### src/rtl/switch_pkg.sv
// Shared switch types: MAC and port typedefs, table entry layout and
// the multicast test used by the MAC address table.
package switch_pkg;

  localparam int NUM_PORTS = 4;
  localparam int PORT_W    = $clog2(NUM_PORTS);

  typedef logic [47:0]       mac_t;
  typedef logic [PORT_W-1:0] port_t;

  // One MAC table entry; seen is only meaningful when aging is built in.
  typedef struct packed {
    logic  valid;
    logic  seen;
    port_t port;
    mac_t  mac;
  } mac_entry_t;

  // The I/G bit is the LSB of the first octet, which sits at bit 40.
  function automatic logic is_multicast(mac_t mac);
    return mac[40];
  endfunction

endpackage

### src/rtl/mac_hash_fold.sv
// XOR-fold of a 48-bit MAC into an INDEX_W-bit table index. Bit i of the
// MAC lands on index bit (i mod INDEX_W), which is the same as XOR-ing all
// INDEX_W-wide chunks together with the top chunk zero-padded.
module mac_hash_fold
  import switch_pkg::*;
#(
  parameter int INDEX_W = 6
) (
  input  mac_t               mac,
  output logic [INDEX_W-1:0] idx
);

  // Fold every MAC bit onto its index position.
  always_comb begin
    idx = '0;
    for (int i = 0; i < 48; i++) begin
      idx[i % INDEX_W] = idx[i % INDEX_W] ^ mac[i];
    end
  end

endmodule

### src/rtl/mac_addr_table.sv
// Direct-mapped, flop-based MAC address table. Each header request looks up
// its destination (forward / flood / filter) and learns its source against
// the ingress port. Optional aging is built in when MAC_AGING_EN is defined.
module mac_addr_table
  import switch_pkg::*;
#(
  parameter int TABLE_DEPTH = 64,
  parameter int AGE_TICKS   = 1_000_000
) (
  input  logic                 switch_clk,
  input  logic                 switch_rst,
  input  logic                 req_valid_i,
  output logic                 req_ready_o,
  input  mac_t                 req_dst_mac_i,
  input  mac_t                 req_src_mac_i,
  input  port_t                req_port_i,
  output logic                 resp_valid_o,
  input  logic                 resp_ready_i,
  output logic                 resp_hit_o,
  output logic [NUM_PORTS-1:0] resp_port_mask_o
);

  localparam int INDEX_W = $clog2(TABLE_DEPTH);

  localparam logic [1:0] ST_IDLE   = 2'd0;
  localparam logic [1:0] ST_LOOKUP = 2'd1;
  localparam logic [1:0] ST_RESP   = 2'd2;

`ifdef MAC_AGING_EN
  localparam logic SEEN_ON_LEARN = 1'b1;
  localparam int   AGE_W         = (AGE_TICKS > 1) ? $clog2(AGE_TICKS) : 1;
`else
  localparam logic SEEN_ON_LEARN = 1'b0;
`endif

  logic [1:0]           state;
  mac_t                 cap_dst;
  mac_t                 cap_src;
  port_t                cap_port;
  mac_entry_t           mac_table [TABLE_DEPTH];
  logic [INDEX_W-1:0]   dst_idx;
  logic [INDEX_W-1:0]   src_idx;
  logic                 accept;
  logic                 learn_en;
  logic                 sweep;
  logic                 dst_match;
  logic                 lookup_hit;
  logic [NUM_PORTS-1:0] lookup_mask;
  logic [NUM_PORTS-1:0] ingress_oh;
  logic [NUM_PORTS-1:0] entry_oh;

  assign req_ready_o = (state == ST_IDLE) && !switch_rst;
  assign accept      = req_valid_i && req_ready_o;
  assign learn_en    = (state == ST_LOOKUP) && !is_multicast(cap_src);

  mac_hash_fold #(.INDEX_W(INDEX_W)) u_dst_fold (
    .mac (cap_dst),
    .idx (dst_idx)
  );

  mac_hash_fold #(.INDEX_W(INDEX_W)) u_src_fold (
    .mac (cap_src),
    .idx (src_idx)
  );

  // Request handshake FSM: IDLE -> LOOKUP -> RESP -> IDLE.
  always_ff @(posedge switch_clk) begin
    if (switch_rst) begin
      state <= ST_IDLE;
    end else begin
      case (state)
        ST_IDLE:   if (accept) state <= ST_LOOKUP;
        ST_LOOKUP: state <= ST_RESP;
        ST_RESP:   if (resp_valid_o && resp_ready_i) state <= ST_IDLE;
        default:   state <= ST_IDLE;
      endcase
    end
  end

  // Capture the header fields on accept; they feed both hash folds.
  always_ff @(posedge switch_clk) begin
    if (accept) begin
      cap_dst  <= req_dst_mac_i;
      cap_src  <= req_src_mac_i;
      cap_port <= req_port_i;
    end
  end

  // Destination lookup against the pre-learn table contents.
  always_comb begin
    ingress_oh                          = '0;
    ingress_oh[cap_port]                = 1'b1;
    entry_oh                            = '0;
    entry_oh[mac_table[dst_idx].port]   = 1'b1;
    dst_match   = mac_table[dst_idx].valid && (mac_table[dst_idx].mac == cap_dst);
    lookup_hit  = 1'b0;
    lookup_mask = ~ingress_oh;
    if (!is_multicast(cap_dst) && dst_match) begin
      lookup_hit  = 1'b1;
      lookup_mask = (mac_table[dst_idx].port == cap_port) ? '0 : entry_oh;
    end
  end

  // Response registers: loaded at the end of LOOKUP, held under backpressure.
  always_ff @(posedge switch_clk) begin
    if (switch_rst) begin
      resp_valid_o     <= 1'b0;
      resp_hit_o       <= 1'b0;
      resp_port_mask_o <= '0;
    end else if (state == ST_LOOKUP) begin
      resp_valid_o     <= 1'b1;
      resp_hit_o       <= lookup_hit;
      resp_port_mask_o <= lookup_mask;
    end else if (resp_valid_o && resp_ready_i) begin
      resp_valid_o     <= 1'b0;
    end
  end

`ifdef MAC_AGING_EN
  logic [AGE_W-1:0] age_cnt;

  assign sweep = (age_cnt == AGE_W'(AGE_TICKS - 1));

  // Free-running aging tick counter; a sweep fires on the wrap cycle.
  always_ff @(posedge switch_clk) begin
    if (switch_rst) begin
      age_cnt <= '0;
    end else if (sweep) begin
      age_cnt <= '0;
    end else begin
      age_cnt <= age_cnt + 1'b1;
    end
  end
`else
  assign sweep = 1'b0;
`endif

  // Table update: sweep first, then the learn write so it wins its entry.
  always_ff @(posedge switch_clk) begin
    if (switch_rst) begin
      for (int i = 0; i < TABLE_DEPTH; i++) begin
        mac_table[i] <= '0;
      end
    end else begin
      if (sweep) begin
        for (int i = 0; i < TABLE_DEPTH; i++) begin
          if (!mac_table[i].seen) mac_table[i].valid <= 1'b0;
          mac_table[i].seen <= 1'b0;
        end
      end
      if (learn_en) begin
        mac_table[src_idx] <= '{valid: 1'b1, seen: SEEN_ON_LEARN,
                                port: cap_port, mac: cap_src};
      end
    end
  end

endmodule

### config.mk
export PLATFORM = sky130hd
export DESIGN_NAME = mac_addr_table
export DESIGN_NICKNAME = d
export VERILOG_FILES = /design/src/rtl/switch_pkg.sv /design/src/rtl/mac_hash_fold.sv /design/src/rtl/mac_addr_table.sv
export SDC_FILE = /design/constraint.sdc
export NUM_CORES = 2
export LEC_CHECK = 0
export CORE_MARGIN = 4
export CORE_UTILIZATION = 25
export DETAILED_ROUTE_END_ITERATION = 16
export PLACE_DENSITY = 0.39
export SETUP_SLACK_MARGIN = 0.1
export SLEW_MARGIN = 40
export SYNTH_ARGS = -nofsm -noshare
export SYNTH_HDL_FRONTEND = slang
export SYNTH_HIERARCHICAL = 1
export SYNTH_SLANG_ARGS = --single-unit
### constraint.sdc
create_clock -name switch_clk -period 9.4 [get_ports switch_clk]
set_input_delay 2.35 -clock switch_clk [delete_from_list [all_inputs] [get_ports switch_clk]]
set_output_delay 2.35 -clock switch_clk [all_outputs]
set_load 0.02 [all_outputs]
==> out/qor.txt <==
Worst setup EP type -> flop
RSZ-0062 raised after global routing -> false
GR Overflow Total -> 0
Area of the core -> 0.610 mm²
Final Hold Fails -> 0
Via Count -> 94500
Synth warn -> 6
Final wirelength -> 719000 µm
Kind of critical path -> flop to flop
Synth Cell Area -> 0.153 mm²
Die Y-Extent -> 790 µm
Pre-Repair DR Iteration Count -> 6
HPWL after detailed placement -> 455000 µm
Post-CTS setup buffer count -> 0
Root buffer cell -> clkbuf_16
Clock Skew -> 0.130 ns
Main combinational cell family by area after synthesis -> simple AND/OR/NAND/NOR gates
Worst skew pair latency -> 1.06 ns
Sequential area share after synthesis -> 65.7%
CTS tree -> yes
Asr flop ratio synth -> 0%
CP delay by family, top -> compound AO/OA/AOI/OAI gates
Post-Synth Simple-Gate Area -> 14.6%
Syn avg cell area -> 15.2 µm²
Htree depth -> 5
Initial Utilization -> 25.1%
Gate Count Post-Synth -> 10100
DRC -> 0
Final worst path period share -> 75.7%
1st-iter DRT viols -> 14000
Worst-path cell chain -> xnor2_1 -> xnor2_1 -> xnor2_2 -> buf_12 -> buf_4 -> nor2b_2 -> and2_1 -> a21oi_1 -> o211ai_1 -> o32ai_2 -> xnor2_1 -> a2111oi_0 -> nand3_1 -> nor4_4 -> a31oi_1
Fin Setup TNS -> 0 ns
# hold bufs at CTS -> 0
Hold WC Path Type -> flop to flop
Library cells used by synthesis -> 86
I/O pin total -> 109
GPL Wtd Cong -> 0.919
Port Buf Inserts -> 108
Measured slew at the worst slew-check pin -> 1.01 ns
Max-slew violations -> 0
Yosys reg bits -> 3370
Status -> finished clean
Post-layout nets -> 10300
Crit-path max FO -> 35
Crit start category -> flop
Total CTS buffers -> 404
Die ar. -> 0.625 mm²
Die W -> 790 µm
Vias per inst -> 5.06
Max Clk Rate -> 141 MHz
Syn-to-layout area delta -> 17.6%
Wire per inst -> 38.5 µm
Worst rel slew slack -> 30.9%
Largest net degree at the start of global routing -> 87
Tmin final -> 7.12 ns
CP Buf/Inv Count -> 2
Crit path top cell by count -> xnor2_1
Multiplexer share of the synthesized area -> 12.7%
Maximum vdd drop -> 206 µV
CTS Buffer Depth -> 4
GRT Total Usage -> 22.4%
Final setup fails -> 0
Leakage -> 64.1 nW
# clock sinks -> 3370
Post-synth top flop -> edfxtp_1
Post_cts resized -> 0
Synth Area in Adders -> 0%
Synth Area in XOR/XNOR -> 0.773%
Post-route ant nets -> 0
Final Core Density -> 29.5%
Clock slew at reported path FFs -> 0.06 ns
First-pass GRT wire length -> 939000 µm
Initial antenna violation count -> 135
Worst path required time -> 10.25 ns
Crit-path slowest cell -> edfxtp_1
Compound-cell area share of the yosys netlist -> 3.20%
Max Cap Viol -> 0
WP data arrival -> 7.96 ns
Critical Path Max Stage Delay -> 0.88 ns
Share of layout cells above drive strength 1 -> 19.0%
Rows -> 287
Post-synth EDFFs -> 3298
Vias in the first global route -> 92500
Power density over cell area -> 248 mW/mm²
[routing by layer]
metal / vias to the layer above / track usage (%) / part of all wire, %
met5: - / 0 / 0.012
met4: 8 / 7.92 / 4.2
met1: 51300 / 30.9 / 42
met2: 4907 / 34.9 / 45
li1: 37300 / - / -
met3: 919 / 4.82 / 8.8
[synthesized netlist by cell type, types with 40 or more instances]
cell      number  area share, %
edfxtp_1    3298             65
and2_1      3090             13
clkbuf_1     734            1.8
mux4_2       642            9.4
mux2i_1      452            3.0
a22oi_1      176           0.86
nand2_1      163           0.40
nor2_1       133           0.33
buf_2        129           0.42
xnor2_1      109           0.62
o21ai_0      100           0.33
nand3_1       91           0.30
nor3_1        88           0.29
dfxtp_1       72           0.94
a21oi_1       69           0.23
buf_1         68           0.17
a21o_1        67           0.33
buf_4         52           0.26
a221oi_1      43           0.25
buf_6         42           0.31
o22ai_1       40           0.16
[per-stage QoR]
step	setup slack [ns]	std cells	cell area (µm²)	power [W]	hold slack, ns
after floorplan	1.80	10200	153000	0.0232	0.425
after global placement	1.86	17800	165000	0.0293	0.430
after detailed placement	2.40	17800	167000	0.0294	0.439
after CTS	2.38	18600	180000	0.0448	0.452
after global routing	2.29	18600	180000	0.0457	0.466
final	2.28	18700	180000	0.0447	0.452
[placed cells by master (no fill, tap or decap), types with 82 or more instances in the layout]
master,synthesis,final
a22oi_1,176,176
and2_1,3090,3087
buf_4,52,365
clkbuf_1,734,105
clkbuf_16,0,405
clkdlybuf4s50_1,0,108
clkinv_1,1,102
diode_2,0,82
edfxtp_1,3298,3298
mux2i_1,452,435
mux4_2,642,642
nand2_1,163,154
nand3_1,91,88
nor3_1,88,86
xnor2_1,109,95
[where the power goes]
group / switching (W) / total [W] / internal, W
registers: 0.000174 / 0.0172 / 0.0170
logic: 0.00846 / 0.0121 / 0.00364
clock network: 0.00682 / 0.0154 / 0.00859
[path summary, 6_finish.rpt]
| kind | startpoint | to | depth (start not counted) | slack (ns) |
|---|---|---|---|---|
| hold / removal | mac_table[0][50]$_SDFFE_PP1P_ | mac_table[0][50]$_SDFFE_PP1P_ | 1 | 0.45 |
| setup / recovery | cap_dst[11]$_DFFE_PP_ | resp_port_mask_o[0]$_SDFFE_PP0P_ | 15 | 2.28 |
| setup reg to reg | cap_dst[11]$_DFFE_PP_ | resp_port_mask_o[0]$_SDFFE_PP0P_ | 15 | 2.28 |
| hold reg to reg | mac_table[0][50]$_SDFFE_PP1P_ | mac_table[0][50]$_SDFFE_PP1P_ | 1 | 0.45 |
[logic make-up after synthesis]
group,after synthesis
buffers and inverters,1045
other,1
multiplexers,1128
XOR/XNOR,135
flip-flops,3370
AND/OR/NAND/NOR,3722
AO/OA/AOI/OAI,691
[sequential cells by signal, summed over array words and instances (netlist names)]
register,cells
mac_table,3264
cap_dst,48
cap_src,48
resp_port_mask_o,4
cap_port,2
state,2
resp_hit_o,1
resp_valid_o,1
[final cells by class]
cell class,instances,area (µm²)
Antenna cell,82,205
Clock buffer,524,10700
Clock inverter,214,1980
Fill cell,60600,431000
Inverter,12,58.8
Multi-Input combinational cell,5740,49900
Sequential cell,3370,100000
Tap cell,8092,10100
Timing Repair Buffer,628,6480
Power figures use the tool's default switching activity.
